[config.mk]
export PLATFORM = sky130hd
export DESIGN_NAME = button_step_arbiter
export DESIGN_NICKNAME = d
export VERILOG_FILES = /design/src/rtl/button_step_arbiter.sv
export SDC_FILE = /design/constraint.sdc
export NUM_CORES = 1
export LEC_CHECK = 0
export ABC_CLOCK_PERIOD_IN_PS = 4450
export BUFFER_PORTS_ARGS = -buffer_cell sky130_fd_sc_hd__buf_2
export CORE_MARGIN = 5
export CORE_UTILIZATION = 55
export CTS_CLUSTER_DIAMETER = 60
export DETAILED_ROUTE_END_ITERATION = 12
export PLACE_DENSITY = 0.73
export SLEW_MARGIN = 20
export SYNTH_ARGS = -nofsm -noshare
export SYNTH_HDL_FRONTEND = slang
export SYNTH_SLANG_ARGS = --single-unit
export TNS_END_PERCENT = 30
[constraint.sdc]
create_clock -name MAX10_CLK1_50 -period 4.45 [get_ports MAX10_CLK1_50]
set_input_delay 0 -clock MAX10_CLK1_50 [delete_from_list [all_inputs] [get_ports MAX10_CLK1_50]]
set_output_delay 0 -clock MAX10_CLK1_50 [all_outputs]
set_load 0.01 [all_outputs]
[src/rtl/button_step_arbiter.sv]
// button_step_arbiter: turns the two raw DE10-Lite push-buttons (KEY[0] = up,
// KEY[1] = down, active-low) into single count-step requests for the counter.
// Each key is synchronised and debounced, and a press becomes a one-cycle event.
// Each event sets a one-deep pending flag for its direction. An output slot then
// presents one step at a time over a valid/ready handshake.
// Optional auto-repeat while a key is held: define BUTTON_AUTOREPEAT_EN.
module button_step_arbiter #(
    parameter int DEBOUNCE_CYCLES = 500000,
    parameter int REPEAT_DELAY    = 25000000,
    parameter int REPEAT_PERIOD   = 5000000
) (
    input  logic       MAX10_CLK1_50,
    input  logic       RESET_N,
    input  logic [1:0] KEY,
    input  logic       step_ready,
    output logic       step_valid,
    output logic       step_up,
    output logic [7:0] drop_cnt
);

    localparam int DW = (DEBOUNCE_CYCLES > 1) ? $clog2(DEBOUNCE_CYCLES) : 1;
    localparam logic [DW-1:0] DEB_LAST = DW'(DEBOUNCE_CYCLES - 1);

    // Refuse configurations that the counters below cannot represent.
    if (DEBOUNCE_CYCLES < 1 || REPEAT_DELAY < 1 || REPEAT_PERIOD < 1) begin : g_bad_cfg
        $error("button_step_arbiter: cycle parameters must be at least 1");
    end

    logic [1:0]    sync1;
    logic [1:0]    sync2;
    logic [1:0]    deb;
    logic [1:0]    deb_d;
    logic [DW-1:0] deb_cnt [2];
    logic [1:0]    press;
    logic [1:0]    rpt_fire;

    logic       inc_pend;
    logic       dec_pend;
    logic       last_up;
    logic       inc_ev;
    logic       dec_ev;
    logic       slot_free;
    logic       load;
    logic       tie;
    logic       grant_up;
    logic       take_inc;
    logic       take_dec;
    logic       drop_inc;
    logic       drop_dec;
    logic [1:0] drop_add;
    logic [8:0] drop_sum;
    logic [7:0] drop_next;

    // Two-flop synchroniser per key; released (1) is the safe reset level.
    always_ff @(posedge MAX10_CLK1_50 or negedge RESET_N) begin
        if (!RESET_N) begin
            sync1 <= 2'b11;
            sync2 <= 2'b11;
        end else begin
            sync1 <= KEY;
            sync2 <= sync1;
        end
    end

    // Debouncer: accept a new level only after DEBOUNCE_CYCLES straight mismatches.
    always_ff @(posedge MAX10_CLK1_50 or negedge RESET_N) begin
        if (!RESET_N) begin
            deb   <= 2'b11;
            deb_d <= 2'b11;
            for (int k = 0; k < 2; k++) begin
                deb_cnt[k] <= '0;
            end
        end else begin
            deb_d <= deb;
            for (int k = 0; k < 2; k++) begin
                if (sync2[k] == deb[k]) begin
                    deb_cnt[k] <= '0;
                end else if (deb_cnt[k] == DEB_LAST) begin
                    deb[k]     <= sync2[k];
                    deb_cnt[k] <= '0;
                end else begin
                    deb_cnt[k] <= deb_cnt[k] + DW'(1);
                end
            end
        end
    end

    // Press pulse: debounced level has just gone from released to pressed.
    always_comb begin
        press = deb_d & ~deb;
    end

`ifdef BUTTON_AUTOREPEAT_EN
    localparam int RPT_MAX = (REPEAT_DELAY > REPEAT_PERIOD) ? REPEAT_DELAY : REPEAT_PERIOD;
    localparam int RW = $clog2(RPT_MAX + 1);
    localparam logic [RW-1:0] RD_LAST = RW'(REPEAT_DELAY - 1);
    localparam logic [RW-1:0] RP_LAST = RW'(REPEAT_PERIOD - 1);

    typedef enum logic [1:0] {
        RPT_IDLE   = 2'd0,
        RPT_DELAY  = 2'd1,
        RPT_REPEAT = 2'd2
    } rpt_state_t;

    rpt_state_t    rpt_state [2];
    logic [RW-1:0] rpt_cnt   [2];

    // Repeat event on the last cycle of the delay or of each period, only while still held.
    always_comb begin
        rpt_fire = 2'b00;
        for (int k = 0; k < 2; k++) begin
            if (!deb[k]) begin
                case (rpt_state[k])
                    RPT_DELAY:  rpt_fire[k] = (rpt_cnt[k] == RD_LAST);
                    RPT_REPEAT: rpt_fire[k] = (rpt_cnt[k] == RP_LAST);
                    default:    rpt_fire[k] = 1'b0;
                endcase
            end else begin
                rpt_fire[k] = 1'b0;
            end
        end
    end

    // Per-key repeat FSM; a debounced release returns it to idle silently.
    always_ff @(posedge MAX10_CLK1_50 or negedge RESET_N) begin
        if (!RESET_N) begin
            for (int k = 0; k < 2; k++) begin
                rpt_state[k] <= RPT_IDLE;
                rpt_cnt[k]   <= '0;
            end
        end else begin
            for (int k = 0; k < 2; k++) begin
                if (deb[k]) begin
                    rpt_state[k] <= RPT_IDLE;
                    rpt_cnt[k]   <= '0;
                end else begin
                    case (rpt_state[k])
                        RPT_IDLE: begin
                            if (press[k]) begin
                                rpt_state[k] <= RPT_DELAY;
                            end else begin
                                rpt_state[k] <= RPT_IDLE;
                            end
                            rpt_cnt[k] <= '0;
                        end
                        RPT_DELAY: begin
                            if (rpt_cnt[k] == RD_LAST) begin
                                rpt_state[k] <= RPT_REPEAT;
                                rpt_cnt[k]   <= '0;
                            end else begin
                                rpt_cnt[k] <= rpt_cnt[k] + RW'(1);
                            end
                        end
                        RPT_REPEAT: begin
                            if (rpt_cnt[k] == RP_LAST) begin
                                rpt_cnt[k] <= '0;
                            end else begin
                                rpt_cnt[k] <= rpt_cnt[k] + RW'(1);
                            end
                        end
                        default: begin
                            rpt_state[k] <= RPT_IDLE;
                            rpt_cnt[k]   <= '0;
                        end
                    endcase
                end
            end
        end
    end
`else
    // Without auto-repeat only the press itself produces an event.
    always_comb begin
        rpt_fire = 2'b00;
    end
`endif

    // Arbitration: a tie goes opposite to the previous tie winner; drops count events hitting a full flag.
    always_comb begin
        inc_ev    = press[0] | rpt_fire[0];
        dec_ev    = press[1] | rpt_fire[1];
        slot_free = ~step_valid | step_ready;
        load      = slot_free & (inc_pend | dec_pend);
        tie       = inc_pend & dec_pend;
        grant_up  = tie ? ~last_up : inc_pend;
        take_inc  = load & grant_up;
        take_dec  = load & ~grant_up;
        drop_inc  = inc_ev & inc_pend & ~take_inc;
        drop_dec  = dec_ev & dec_pend & ~take_dec;
        drop_add  = {1'b0, drop_inc} + {1'b0, drop_dec};
        drop_sum  = {1'b0, drop_cnt} + {7'd0, drop_add};
        if (drop_sum[8]) begin
            drop_next = 8'd255;
        end else begin
            drop_next = drop_sum[7:0];
        end
    end

    // Pending flags, output slot, tie memory and drop counter.
    always_ff @(posedge MAX10_CLK1_50 or negedge RESET_N) begin
        if (!RESET_N) begin
            inc_pend   <= 1'b0;
            dec_pend   <= 1'b0;
            step_valid <= 1'b0;
            step_up    <= 1'b0;
            last_up    <= 1'b0;
            drop_cnt   <= 8'd0;
        end else begin
            inc_pend <= (inc_pend & ~take_inc) | inc_ev;
            dec_pend <= (dec_pend & ~take_dec) | dec_ev;
            if (load) begin
                step_valid <= 1'b1;
                step_up    <= grant_up;
            end else if (slot_free) begin
                step_valid <= 1'b0;
            end else begin
                step_valid <= step_valid;
            end
            if (load && tie) begin
                last_up <= grant_up;
            end else begin
                last_up <= last_up;
            end
            drop_cnt <= drop_next;
        end
    end

endmodule

Word level (Yosys, flattened, before mapping)
Index checks and enable logic that the tools add are counted.

word-level totals
  register bits = 59
  input bits = 5
  output and inout port bits = 10
  logic and storage cells = 56

operators by class
  add/sub/neg operators = 4
  equality and inequality tests = 4
  multiplexer cells = 8
  bitwise logic cells = 23
  reduce and logical (&&, ||, !) cells = 4

operators with widths
  kind                                            count
  two-way mux 19 bit                              4
  adder 19 x 1 -> 19 bit (second input constant)  2
  == test 19 bit (second input constant)          2
  AND 1 bit                                       10
  adder 8 x 2 -> 9 bit                            1
  two-way mux 8 bit                               1
  NOT 1 bit                                       7
  bitwise OR 1 bit                                4
  AND reduction 2 bit                             2
  two-way mux 1 bit                               3
  adder 1 x 1 -> 2 bit                            1
  AND 2 bit                                       1
  == test 1 bit                                   2
  NOT 2 bit                                       1
  nonzero test 2 bit                              1
  logical AND 1 bit                               1

Logic depth before layout (Yosys ltp)
Gate-level depths: netlist of run 1.

  depth in word-level cells = 9
  depth in mapped cells = 9

Worst setup path after synthesis of run 1
No wires, ideal clock.

  path type = register to register
  start point = reg step_valid
  end point = reg drop_cnt[2]
  library setup time = 132 ps
  data arrival time = 1,936 ps
  slack = 2,381 ps
  stages on the path, launching flop included = 9
  buffers on the path = 0
  clock period less this slack = 2,069 ps
  cells stage by stage = dfrtp_1 -> nor2b_1 -> o21ai_0 -> nor2_1 -> fa_1 -> and4_1 -> and3_1 -> nand3_1 -> o21ai_0

on the way
  cells in the longest elaborated chain, start to end = 9

ends and longest elaborated chain
  element                       RTL line  source
  start, declared               16        output logic step_valid,
  start signal, assigned        216       step_valid <= step_valid;
  NOT 1 bit (*)                 181       slot_free = ~step_valid | step_ready;
  bitwise OR 1 bit (*)          181
  AND 1 bit (*)                 182       load = slot_free & (inc_pend | dec_pend);
  AND 1 bit (on tied branches)  185, 186
  NOT 1 bit (on tied branches)  187, 188
  AND 1 bit (on tied branches)  187, 188
  adder 1 x 1 -> 2 bit (*)      189       drop_add = {1'b0, drop_inc} + {1'b0, drop_dec};
  adder 8 x 2 -> 9 bit (*)      190       drop_sum = {1'b0, drop_cnt} + {7'd0, drop_add};
  two-way mux 8 bit (*)         191       if (drop_sum[8]) begin
  named net drop_next[2]        52        logic [7:0] drop_next;
  end signal, assigned          223       drop_cnt <= drop_next;
  end, declared                 18        output logic [7:0] drop_cnt

The timed path passes the listed nets; every way through them passes the cells marked *.
A chain may end at the register's enable or synchronous reset.

Worst setup path after layout of run 1
  start point = reg inc_pend
  end point = reg drop_cnt[2]

on the way
  cells in the longest elaborated chain, start to end = 9

ends and longest elaborated chain
  element                   RTL line  source
  start, declared           37        logic inc_pend;
  start signal, assigned    208       inc_pend <= (inc_pend & ~take_inc) | inc_ev;
  AND 1 bit                 183       tie = inc_pend & dec_pend;
  two-way mux 1 bit         184       grant_up = tie ? ~last_up : inc_pend;
  NOT 1 bit                 186       take_dec = load & ~grant_up;
  AND 1 bit                 186
  NOT 1 bit                 188       drop_dec = dec_ev & dec_pend & ~take_dec;
  AND 1 bit                 188
  adder 1 x 1 -> 2 bit (*)  189
  adder 8 x 2 -> 9 bit (*)  190
  two-way mux 8 bit (*)     191
  named net drop_next[2]    52

Marked as above.

==> summary.md, run 1 <==
| Metric | Value |
|---|---|
| Status | complete, no violations |
| Fillers | 410 |
| CP max FO | 6 |
| Maxcap violations | 0 |
| RSZ-0062 raised after global routing | false |
| Pre-CTS setup slack | 2.19 ns |
| Final setup violation count | 0 |
| PortBufs | 14 |
| Root buffer cell | clkbuf_8 |
| DR WL met3 | 187 um |
| CP arrival | roughly 2.5 ns |
| Largest net degree at the start of global routing | 60 |
| Net Count, Synth | 274 |
| Layout area overhead | 13.2% |
| Diodes inserted | 0 |
| Clock Latency Late Sink | 0.34 ns |
| Async SR Flop Fraction | 100% |
| Crit end category | flop |
| Fin area | 3150 um^2 |
| Met2 WL | 2390 um |
| Post-synth EDFFs | 0 |
| Vias in the first global route | 1999 |
| Fin nets | 297 |
| CTS max path bufs | 2 |
| Rows | 25 |
| Clock sinks | 59 |
| CP startpoint kind | flop |
| DR pass1 iterations | 4 |
| Main synth FF type | dfrtp_1 |
| Gr usage total | between 15 and 20% |
| Slew @ Worst Pin | 0.939 ns |
| Starting Density | between 50% and 60% |
| First-pass GRT wire length | 9110 um |
| Routability cong. | 0.798 |
| Initial antenna violation count | 0 |
| Die width | 81.1 um |
| HPWL after DPL | 3220 um |
| Power per cell area | 358 nW/um^2 |
| Avg Cell Area, Syn | around 10 um^2 |
| Post-Syn Instances | 266 |
| Mean routed wirelength per cell | ~14 um |
| Post-placement cell area | 2900 um^2 |
| 1st-iter DRT viols | 39 |
| CTS tree | done |
| Remaining DRCs | 0 |
| M1 WL | 2280 um |
| Number of setup buffers added after CTS | 0 |
| Final worst setup slack | 2.16 ns |
| CTS clk-pin slew, worst paths | about 0.070 ns |
| Via count | between 1500 and 2000 |
| Critical Path RT | 4.65 ns |
| Synth warn | 0 |
| Slew margin rel. | 37.2% |
| H-tree Lvls | 3 |
| Fmax | 0.436 GHz |
| TritonCTS buffer count | 9 |
| Proportion of synthesized chip area in sequential cells | 53.4% |
| Period utilization | 51.5% |
| DR vias/cell | 5.42 |
| Fin. Hold Viols | 0 |
| Leakage | 1.37 nW |
| Global route total overflow | 0 |
| Setup TNS | 0 ns |
| VDD IR max | between 0.2 and 0.25 mV |
| Slew Limit Fails | 0 |
| Critical path class | reg -> reg |
| Max Used Layer | met4 |
| #FFs+latches synth | between 50 and 60 |
| Die height | a little over 80 um |
| Post-Route WL | 4960 um |
| Num ports | 15 |
| Final antenna-violating net count | 0 |
| Core ar. | 4820 um^2 |
| Clk_skew | 0.00958 ns |
| Min cycle time layout | 2.29 ns |
| Min-Delay Path Class | in -> reg |
| Synthesized cell area | 2780 um^2 |
| Die area | 6580 um^2 |
| Share of cells above drive strength 1 | 16.7% |
| Yosys cell types | 42 |
==> area by class of cell <==
class	count	area (um^2)	area share, %
Clock buffer	11	141	4.49
Clock inverter	5	85.1	2.70
Inverter	5	18.8	0.595
Multi-Input combinational cell	196	1230	39.0
Sequential cell	59	1490	47.2
Tap cell	67	83.8	2.66
Timing Repair Buffer	18	108	3.41
==> path summary, 6_finish.rpt <==
check	startpoint	end	slack (ns)	depth (start not counted)
hold reg to reg	sync1[0]$_DFF_PN1_	sync2[0]$_DFF_PN1_	0.36	0
setup reg to reg	inc_pend$_DFF_PN0_	drop_cnt[2]$_DFF_PN0_	2.16	8
setup / recovery	inc_pend$_DFF_PN0_	drop_cnt[2]$_DFF_PN0_	2.16	8
hold / removal	step_ready	step_valid$_DFFE_PN0P_	0.04	3
max in group asynchronous	RESET_N	deb_cnt[34]$_DFF_PN0_	3.63	3
min in group asynchronous	RESET_N	deb_cnt[30]$_DFF_PN0_	0.34	3
==> flip-flops by register name, summed over array words and instances, names as in the netlist <==
signal      cells
deb_cnt        38
sync1           2
deb             2
inc_pend        1
drop_cnt        8
dec_pend        1
sync2           2
deb_d           2
step_up         1
step_valid      1
last_up         1
==> worst max-delay path, stage by stage, from the launching register on <==
cell	delay [ns]
dfrtp_1	0.41
nor2b_1	0.14
o21ai_0	0.24
nor2_1	0.09
fa_1	0.43
and4_1	0.27
and3_1	0.24
nand3_1	0.20
o21ai_0	0.15
==> synth_stat cells (2+ instances only) <==
master,number,share of area [%]
nand3_1,19,3.4
a21oi_1,9,1.6
nand2b_1,4,0.90
or4_1,3,0.81
and4_1,4,1.3
nor3_1,7,1.3
ha_1,2,0.90
or2_2,2,0.45
nand4_2,2,0.90
inv_1,4,0.54
o21ai_0,6,1.1
xor2_1,9,2.8
nor2b_1,4,0.90
o31ai_1,2,0.54
nor4_1,10,2.2
nand2_1,17,2.3
or3_1,3,0.67
mux2_2,2,0.81
xnor2_1,24,7.6
dfrtp_1,51,46
dfstp_2,8,7.6
nand4_1,12,2.7
nor2_1,40,5.4
and3_1,4,0.90
==> through the flow <==
step	hold slack, ns	utilization, %	std cells	total power, W
global placement	0.106	60.1	342	0.000592
floorplan	-0.296	-	266	0.000576
global route	0.0309	65.4	361	0.00118
CTS	0.0269	65.4	361	0.00115
finish	0.0443	65.4	361	0.00113
detailed placement	0.107	60.1	342	0.000593
==> placed cells by master, fill, tap and decap left out, drive strengths merged, types with 6 or more instances in the layout <==
cell	synthesis	layout
dfrtp	51	51
xor2	9	9
dfstp	8	8
clkbuf	3	11
xnor2	24	24
o21ai	6	6
inv	5	6
nor4	10	10
nand3	19	19
a21oi	9	9
nor2	40	40
nor3	7	7
nand4	14	14
buf	3	15
nand2	17	17
==> where the power goes <==
part / leakage (nW) / internal (W) / switching [W]
registers: 0.785 / 0.000545 / 0.00000737
logic: 0.476 / 0.0000107 / 0.0000210
clock network: 0.110 / 0.000333 / 0.000212
==> repair_timing <==
item	in CTS	in global routing
hold buffers	3	0
gates resized for setup	0	0
hold endpoints to repair	53	0
==> logic make-up (layout without fill, tap and decap cells) <==
family,after synthesis,after routing,synth area share [%]
buf+inv,11,39,2.47
compound gates,22,22,5.57
mux,3,3,1.17
xor+xnor,33,33,10.4
simple gates,135,135,25.4
fa+ha+maj,3,3,1.62
flops,59,59,53.4
==> metal layers <==
metal	global-route usage [%]	up-vias
met5	0	-
met4	8.28	0
met3	6.98	6
met2	29.1	33
met1	22.8	940
li1	-	978
Power figures use the tool's default switching activity.
==> run 2: changes to the inputs <==
ABC_AREA = 1   (was default)
ABC_CLOCK_PERIOD_IN_PS = 2000   (was 4450)
PLACE_DENSITY = 0.76   (was 0.73)
clock period = 2 ns   (was 4.45 ns; I/O delays follow)
==> run 2 against run 1 <==
Clock power increased by 100%. Via count grew 28%. Cell area rose by 13%. Sequential power increased by 130%. Flip-flop and latch count unchanged. Total power is 120% higher. Combinational power rose to 5.2 times the previous value. Area after synthesis up 9.3%. Count of clock-buffer cells in the layout is 2 lower. Worst hold slack improved by 0.14 ns. Cell count up 39%. Critical endpoint is now drop_cnt[5]$_DFF_PN0_.
==> summary.md, run 2 <==
| Metric | Value |
|---|---|
| Vias in the first global route | 2433 (was 1999) |
| Root buffer cell | clkbuf_8 (unchanged) |
| Critical Path RT | 2.23 ns (was 4.65 ns) |
| Met2 WL | 2910 um (was 2390 um) |
| Die width | 84.4 um (was 81.1 um) |
| Fin area | 3570 um^2 (was 3150 um^2) |
| CTS clk-pin slew, worst paths | 0.08 ns (was 0.07 ns) |
| Avg Cell Area, Syn | 7.89 um^2 (was 10.5 um^2) |
| Max reg flops | 38 (unchanged) |
| DR pass1 iterations | 4 (unchanged) |
| Layout Utilization | 65.6% (was 65.4%) |
| Post-synth top area cell | dfrtp_1 (unchanged) |
| Post-synth EDFFs | 0 (unchanged) |
| Rows | 27 (was 25) |
| Post-Syn Instances | 386 (was 266) |
| R2R Path Start | last_up$_DFFE_PN0P_ (was inc_pend$_DFF_PN0_) |
| CP arrival | 2.17 ns (was 2.49 ns) |
| Routability cong. | 0.897 (was 0.798) |
| TritonCTS buffer count | 9 (unchanged) |
| First-pass GRT wire length | 10600 um (was 9110 um) |
| Net Count, Synth | 394 (was 274) |
| Commonest cells after routing, fill and taps aside | nor2_1 (88), nand2_1 (67), dfrtp_1 (51), inv_1 (46), nand3_1 (28) (was dfrtp_1 (51), nor2_1 (40), xnor2_1 (24), nand3_1 (19), nand2_1 (17)) |
| Count leader, synth | nor2_1 (was dfrtp_1) |
| Final setup violation count | 0 (unchanged) |
| Diodes inserted | 0 (unchanged) |
| PortBufs | 14 (unchanged) |
| Largest cells by area after synthesis | dfrtp_1 (42%), nor2_1 (11%), nand2_1 (8.8%) (was dfrtp_1 (46%), dfstp_2 (7.6%), xnor2_1 (7.6%)) |
| Synthesized cell area | 3040 um^2 (was 2780 um^2) |
| Gr usage total | 18.4% (was 18.6%) |
| Leakage | 1.60 nW (was 1.37 nW) |
| Core ar. | 5440 um^2 (was 4820 um^2) |
| Period utilization | 97.4% (was 51.5%) |
| VDD IR max | 0.606 mV (was 0.250 mV) |
| Sum of buffers and inverters on the critical path | 2 (was 0) |
| DR vias/cell | 4.99 (was 5.42) |
| Die height | 84.4 um (was 81.1 um) |
| Most flop-heavy register | deb_cnt (unchanged) |
| Synth cell count leaders | nor2_1 (90), nand2_1 (71), dfrtp_1 (51) (was dfrtp_1 (51), nor2_1 (40), xnor2_1 (24)) |
| CP delay by family, top | simple AND/OR/NAND/NOR gates (unchanged) |
| Slew margin rel. | 61.2% (was 37.2%) |
| Final antenna-violating net count | 0 (unchanged) |
| Power per cell area | 709 nW/um^2 (was 358 nW/um^2) |
| Status | complete, no violations (unchanged) |
| Slowest stage cell, crit path | dfrtp_1 (was fa_1) |
| Remaining DRCs | 0 (unchanged) |
| Min-Delay Path Class | in -> async (was in -> reg) |
| Top cell type's share of synthesized area | 41.9% (was 45.8%) |
| Largest net degree at the start of global routing | 26 (was 60) |
| Fmax | 0.513 GHz (was 0.436 GHz) |
| Critical path class | reg -> reg (unchanged) |
| RR Endpoint | drop_cnt[5]$_DFF_PN0_ (was drop_cnt[2]$_DFF_PN0_) |
| CP max FO | 3 (was 6) |
| Yosys cell types | 28 (was 42) |
| Post-Route WL | 5870 um (was 4960 um) |
| Async SR Flop Fraction | 100% (unchanged) |
| Num ports | 15 (unchanged) |
| Global route total overflow | 0 (unchanged) |
| Main synth FF type | dfrtp_1 (unchanged) |
| Starting Density | 56.0% (was 57.8%) |
| Slew Limit Fails | 0 (unchanged) |
| Max Used Layer | met4 (unchanged) |
| M1 WL | 2610 um (was 2280 um) |
| Crit-path cells | a21oi_2, and2_4, inv_2, nand2_2, nor2_4, fa_2, nand2_2, nor2_4, nand2_2, nor2_4, buf_4, nor2_1, o21ai_0 (was nor2b_1, o21ai_0, nor2_1, fa_1, and4_1, and3_1, nand3_1, o21ai_0) |
| Crit path largest cell delay | 0.41 ns (was 0.43 ns) |
| Synth warn | 0 (unchanged) |
| CP startpoint kind | flop (unchanged) |
| Share of cells above drive strength 1 | 21.9% (was 16.7%) |
| H-tree Lvls | 3 (unchanged) |
| Final worst setup slack | 0.0520 ns (was 2.16 ns) |
| Post-placement cell area | 3250 um^2 (was 2900 um^2) |
| Min cycle time layout | 1.95 ns (was 2.29 ns) |
| DR WL met3 | 262 um (was 187 um) |
| RSZ-0062 raised after global routing | true (was false) |
| Clock sinks | 59 (unchanged) |
| 1st-iter DRT viols | 75 (was 39) |
| Clock Latency Late Sink | 0.34 ns (about the same) |
| Worst hold slack | 0.184 ns (was 0.0443 ns) |
| Pre-CTS setup slack | -0.122 ns (was 2.19 ns) |
| Worst reg-to-reg path cell count | 13 (was 8) |
| Layout area overhead | 17.2% (was 13.2%) |
| Crit end category | flop (unchanged) |
| R2R Setup Slk | 0.05 ns (was 2.16 ns) |
| Initial antenna violation count | 0 (unchanged) |
| Mean routed wirelength per cell | 11.7 um (was 13.7 um) |
| CTS tree | done (unchanged) |
| Slew @ Worst Pin | 0.581 ns (was 0.939 ns) |
| Die area | 7120 um^2 (was 6580 um^2) |
| Proportion of synthesized chip area in sequential cells | 48.8% (was 53.4%) |
| #FFs+latches synth | 59 (unchanged) |
| Via count | 2505 (was 1957) |
| Most common cell after layout, fill and taps aside | nor2_1 (was dfrtp_1) |
| Maxcap violations | 0 (unchanged) |
| Clk_skew | 0.00778 ns (was 0.00958 ns) |
| CTS max path bufs | 2 (unchanged) |
| Largest registers | deb_cnt x38, drop_cnt x8 (unchanged) |
| Fin. Hold Viols | 0 (unchanged) |
| Fin nets | 433 (was 297) |
| HPWL after DPL | 4290 um (was 3220 um) |
## run 2: cell count changes in the layout (fill, tap and decap cells not counted), sizes merged, moves of 6 or more
cell | previous run | this run
o21ai | 6 | 18
xor2 | 9 | 15
buf | 15 | 24
nand4 | 14 | 2
xnor2 | 24 | 3
nand2 | 17 | 80
nand3 | 19 | 29
inv | 6 | 55
nor2 | 40 | 103
nor4 | 10 | 0
## run 2: how the worst max path moves through the flow
stage                                       end  cells past startpoint                    from
after CTS                 drop_cnt[6]$_DFF_PN0_                     17  step_valid$_DFFE_PN0P_
after detailed placement  drop_cnt[6]$_DFF_PN0_                     17  step_valid$_DFFE_PN0P_
final                     drop_cnt[5]$_DFF_PN0_                     13     last_up$_DFFE_PN0P_
after global routing      drop_cnt[6]$_DFF_PN0_                     17  step_valid$_DFFE_PN0P_
after floorplan           drop_cnt[6]$_DFF_PN0_                     17  step_valid$_DFFE_PN0P_
after global placement    drop_cnt[6]$_DFF_PN0_                     17  step_valid$_DFFE_PN0P_
## run 2: kinds of logic (layout without fill, tap and decap cells)
kind of cell             count (synthesis)  count (layout)  share of synthesized area, %
XOR/XNOR                                18              18                          5.67
adder cells (fa/ha/maj)                  3               3                          1.48
flip-flops                              59              59                          48.8
buffers and inverters                   53              97                          6.54
AO/OA/AOI/OAI                           29              29                          4.89
AND/OR/NAND/NOR                        224             224                          32.6
## run 2: per-stage QoR
step | std cells | power (W) | TNS (ns)
global placement | 478 | 0.00141 | -0.000939
detailed placement | 478 | 0.00142 | -0.395
finish | 502 | 0.00253 | 0
global route | 502 | 0.00264 | -0.484
CTS | 500 | 0.00254 | -0.0913
floorplan | 386 | 0.00135 | -0.00335
## run 2: layout make-up
cell class	instances	area, um^2
Tap cell	72	90.1
Clock inverter	7	75.1
Fill cell	451	1870
Inverter	53	199
Clock buffer	9	124
Multi-Input combinational cell	274	1410
Timing Repair Buffer	28	185
Sequential cell	59	1490
## run 2: power by group
part | switching [W] | internal (W)
Combinational | 0.0000997 | 0.0000654
Clock | 0.000521 | 0.000583
Sequential | 0.0000252 | 0.00124
## run 2: routing by layer
metal | vias up | global-route usage [%]
met2 | 56 | 31.0
met4 | 0 | 7.19
met5 | - | 0
li1 | 1270 | -
met3 | 9 | 4.91
met1 | 1170 | 22.7
## run 2: repair_timing
item | CTS | global route
endpoints found under the hold margin | 26 | 0
endpoints found under the setup margin | 7 | 8
setup buffers | 2 | 2
pin swaps | 7 | 6
hold buffers | 4 | 0
resized for setup | 10 | 8
==> run 3: changes to the inputs <==
RECOVER_POWER = 25   (was default)
==> run 3 against run 2 <==
Clock skew barely moved. Count of clock-buffer cells in the layout did not move. Highest routed layer unchanged. Clock power barely moved. Cell area fell by 0.14%.
==> summary.md, run 3 (synthesis results as in run 2) <==
| Metric | Value |
|---|---|
| Status | complete, no violations (unchanged) |
| H-tree Lvls | 3 (unchanged) |
| CP max FO | 3 (unchanged) |
| CP delay by family, top | simple AND/OR/NAND/NOR gates (unchanged) |
| Worst hold slack | 0.293 ns (was 0.184 ns) |
| Die width | 84.4 um (unchanged) |
| CP startpoint kind | flop (unchanged) |
| Commonest cells after routing, fill and taps aside | nor2_1 (88), nand2_1 (67), dfrtp_1 (51), inv_1 (46), nand3_1 (28) (unchanged) |
| DR vias/cell | 4.96 (was 4.99) |
| Layout Utilization | 65.5% (was 65.6%) |
| Fin nets | 433 (unchanged) |
| Initial antenna violation count | 0 (unchanged) |
| Post-Route WL | 5850 um (was 5870 um) |
| Max reg flops | 38 (unchanged) |
| Crit path largest cell delay | 0.41 ns (about the same) |
| Clk_skew | 0.00779 ns (was 0.00778 ns) |
| Min cycle time layout | 1.95 ns (about the same) |
| Slew margin rel. | 7.19% (was 61.2%) |
| PortBufs | 14 (unchanged) |
| Fin. Hold Viols | 0 (unchanged) |
| Leakage | 1.60 nW (about the same) |
| First-pass GRT wire length | 10600 um (unchanged) |
| Routability cong. | 0.897 (unchanged) |
| Fmax | 0.513 GHz (about the same) |
| Power per cell area | 710 nW/um^2 (was 709 nW/um^2) |
| DR pass1 iterations | 4 (unchanged) |
| Slew @ Worst Pin | 1.39 ns (was 0.581 ns) |
| Sum of buffers and inverters on the critical path | 2 (unchanged) |
| Diodes inserted | 0 (unchanged) |
| Critical path class | reg -> reg (unchanged) |
| Worst Setup SP | last_up$_DFFE_PN0P_ (unchanged) |
| Die height | 84.4 um (unchanged) |
| Final setup violation count | 0 (unchanged) |
| Setup TNS | 0 ns (unchanged) |
| Maxcap violations | 0 (unchanged) |
| CTS tree | done (unchanged) |
| Placed Cells incl. Taps | 478 (unchanged) |
| Clock sinks | 59 (unchanged) |
| Crit-path cells | a21oi_2, and2_4, inv_2, nand2_2, nor2_4, fa_2, nand2_2, nor2_4, nand2_2, nor2_4, buf_4, nor2_1, o21ai_0 (unchanged) |
| CP arrival | 2.17 ns (about the same) |
| 1st-iter DRT viols | 75 (unchanged) |
| Largest registers | deb_cnt x38, drop_cnt x8 (unchanged) |
| Period utilization | 97.4% (about the same) |
| Hold_sp | KEY[0] |
| HPWL after DPL | 4290 um (unchanged) |
| Critical Path RT | 2.23 ns (about the same) |
| Final antenna-violating net count | 0 (unchanged) |
| TritonCTS buffer count | 9 (unchanged) |
| Rows | 27 (unchanged) |
| Die area | 7120 um^2 (unchanged) |
| Final worst setup slack | 0.0520 ns (about the same) |
| VDD IR max | 0.606 mV (about the same) |
| Slowest stage cell, crit path | dfrtp_1 (unchanged) |
| Layout area overhead | 17.0% (was 17.2%) |
| Largest net degree at the start of global routing | 26 (unchanged) |
| Remaining DRCs | 0 (unchanged) |
| Most flop-heavy register | deb_cnt (unchanged) |
| Share of cells above drive strength 1 | 21.2% (was 21.9%) |
| CTS clk-pin slew, worst paths | 0.08 ns (about the same) |
| Global route total overflow | 0 (unchanged) |
| Starting Density | 56.0% (unchanged) |
| RSZ-0062 raised after global routing | true (unchanged) |
| Crit end category | flop (unchanged) |
| Vias in the first global route | 2433 (unchanged) |
| Finished Layout Cells | 502 (unchanged) |
| Via count | 2488 (was 2505) |
| Slew Limit Fails | 0 (unchanged) |
| Most common cell after layout, fill and taps aside | nor2_1 (unchanged) |
| Mean routed wirelength per cell | 11.7 um (about the same) |
| CTS max path bufs | 2 (unchanged) |
| Clock Latency Late Sink | 0.34 ns (about the same) |
| Core ar. | 5440 um^2 (unchanged) |
| Gr usage total | 18.4% (unchanged) |
| Root buffer cell | clkbuf_8 (unchanged) |
| Pre-CTS setup slack | -0.122 ns (unchanged) |
| Num ports | 15 (unchanged) |
| Min-Delay Path Class | in -> reg (was in -> async) |
| R2R Path Start | last_up$_DFFE_PN0P_ (unchanged) |
run 3: changes by cell type in the layout (fill, tap and decap cells not counted):
cell / delta
buf_4: -1
dfstp_1: +1
buf_2: -1
clkbuf_1: +2
dfstp_2: -1
run 3: worst paths after layout:
| kind | to | slack, ns | depth (start not counted) |
|---|---|---|---|
| max | drop_cnt[5]$_DFF_PN0_ | 0.05 | 13 |
| min | sync1[0]$_DFF_PN1_ | 0.29 | 2 |
| max reg2reg | drop_cnt[5]$_DFF_PN0_ | 0.05 | 13 |
| min reg2reg | sync2[1]$_DFF_PN1_ | 0.36 | 0 |
| max in group asynchronous | deb_d[0]$_DFF_PN1_ | 0.49 | 3 |
| min in group asynchronous | deb_cnt[10]$_DFF_PN0_ | 0.50 | 2 |
run 3: layer usage:
layer	vias up	wire length, um	track usage (%)
met5	-	0	0
met4	0	91	7.19
met3	11	234	4.91
met2	42	2890	31.0
met1	1164	2640	22.7
li1	1271	-	-
run 3: layout make-up:
| cell class | count | area [um^2] |
|---|---|---|
| Multi-Input combinational cell | 274 | 1410 |
| Fill cell | 454 | 1880 |
| Sequential cell | 59 | 1490 |
| Clock buffer | 9 | 124 |
| Tap cell | 72 | 90.1 |
| Inverter | 53 | 199 |
| Clock inverter | 7 | 75.1 |
| Timing Repair Buffer | 28 | 180 |
run 3: worst reg2reg max path: stages, from the launching register on:
cell and delay [ns]:
dfrtp_1 0.41, a21oi_2 0.18, and2_4 0.16, inv_2 0.04, nand2_2 0.08, nor2_4 0.04
fa_2 0.37, nand2_2 0.10, nor2_4 0.04, nand2_2 0.09, nor2_4 0.05, buf_4 0.12
nor2_1 0.07, o21ai_0 0.08
run 3: what timing repair did:
item                                    CTS  global route
buffers inserted                          2             2
pin swaps                                 7             6
resized for setup                        10             8
endpoints found under the hold margin    26             0
endpoints found under the setup margin    7             8
hold buffers                              4             0
run 3: through the flow:
step,instance area (um^2),power (W)
CTS,3540,0.00254
finish,3560,0.00253
global placement,3250,0.00141
global route,3560,0.00264
detailed placement,3250,0.00142
floorplan,3050,0.00135
run 3: power breakdown:
part	total (W)	switching, W	internal [W]
clock network	0.00110	0.000521	0.000583
registers	0.00126	0.0000252	0.00124
logic	0.000165	0.0000998	0.0000652
total	0.00253	0.000646	0.00188
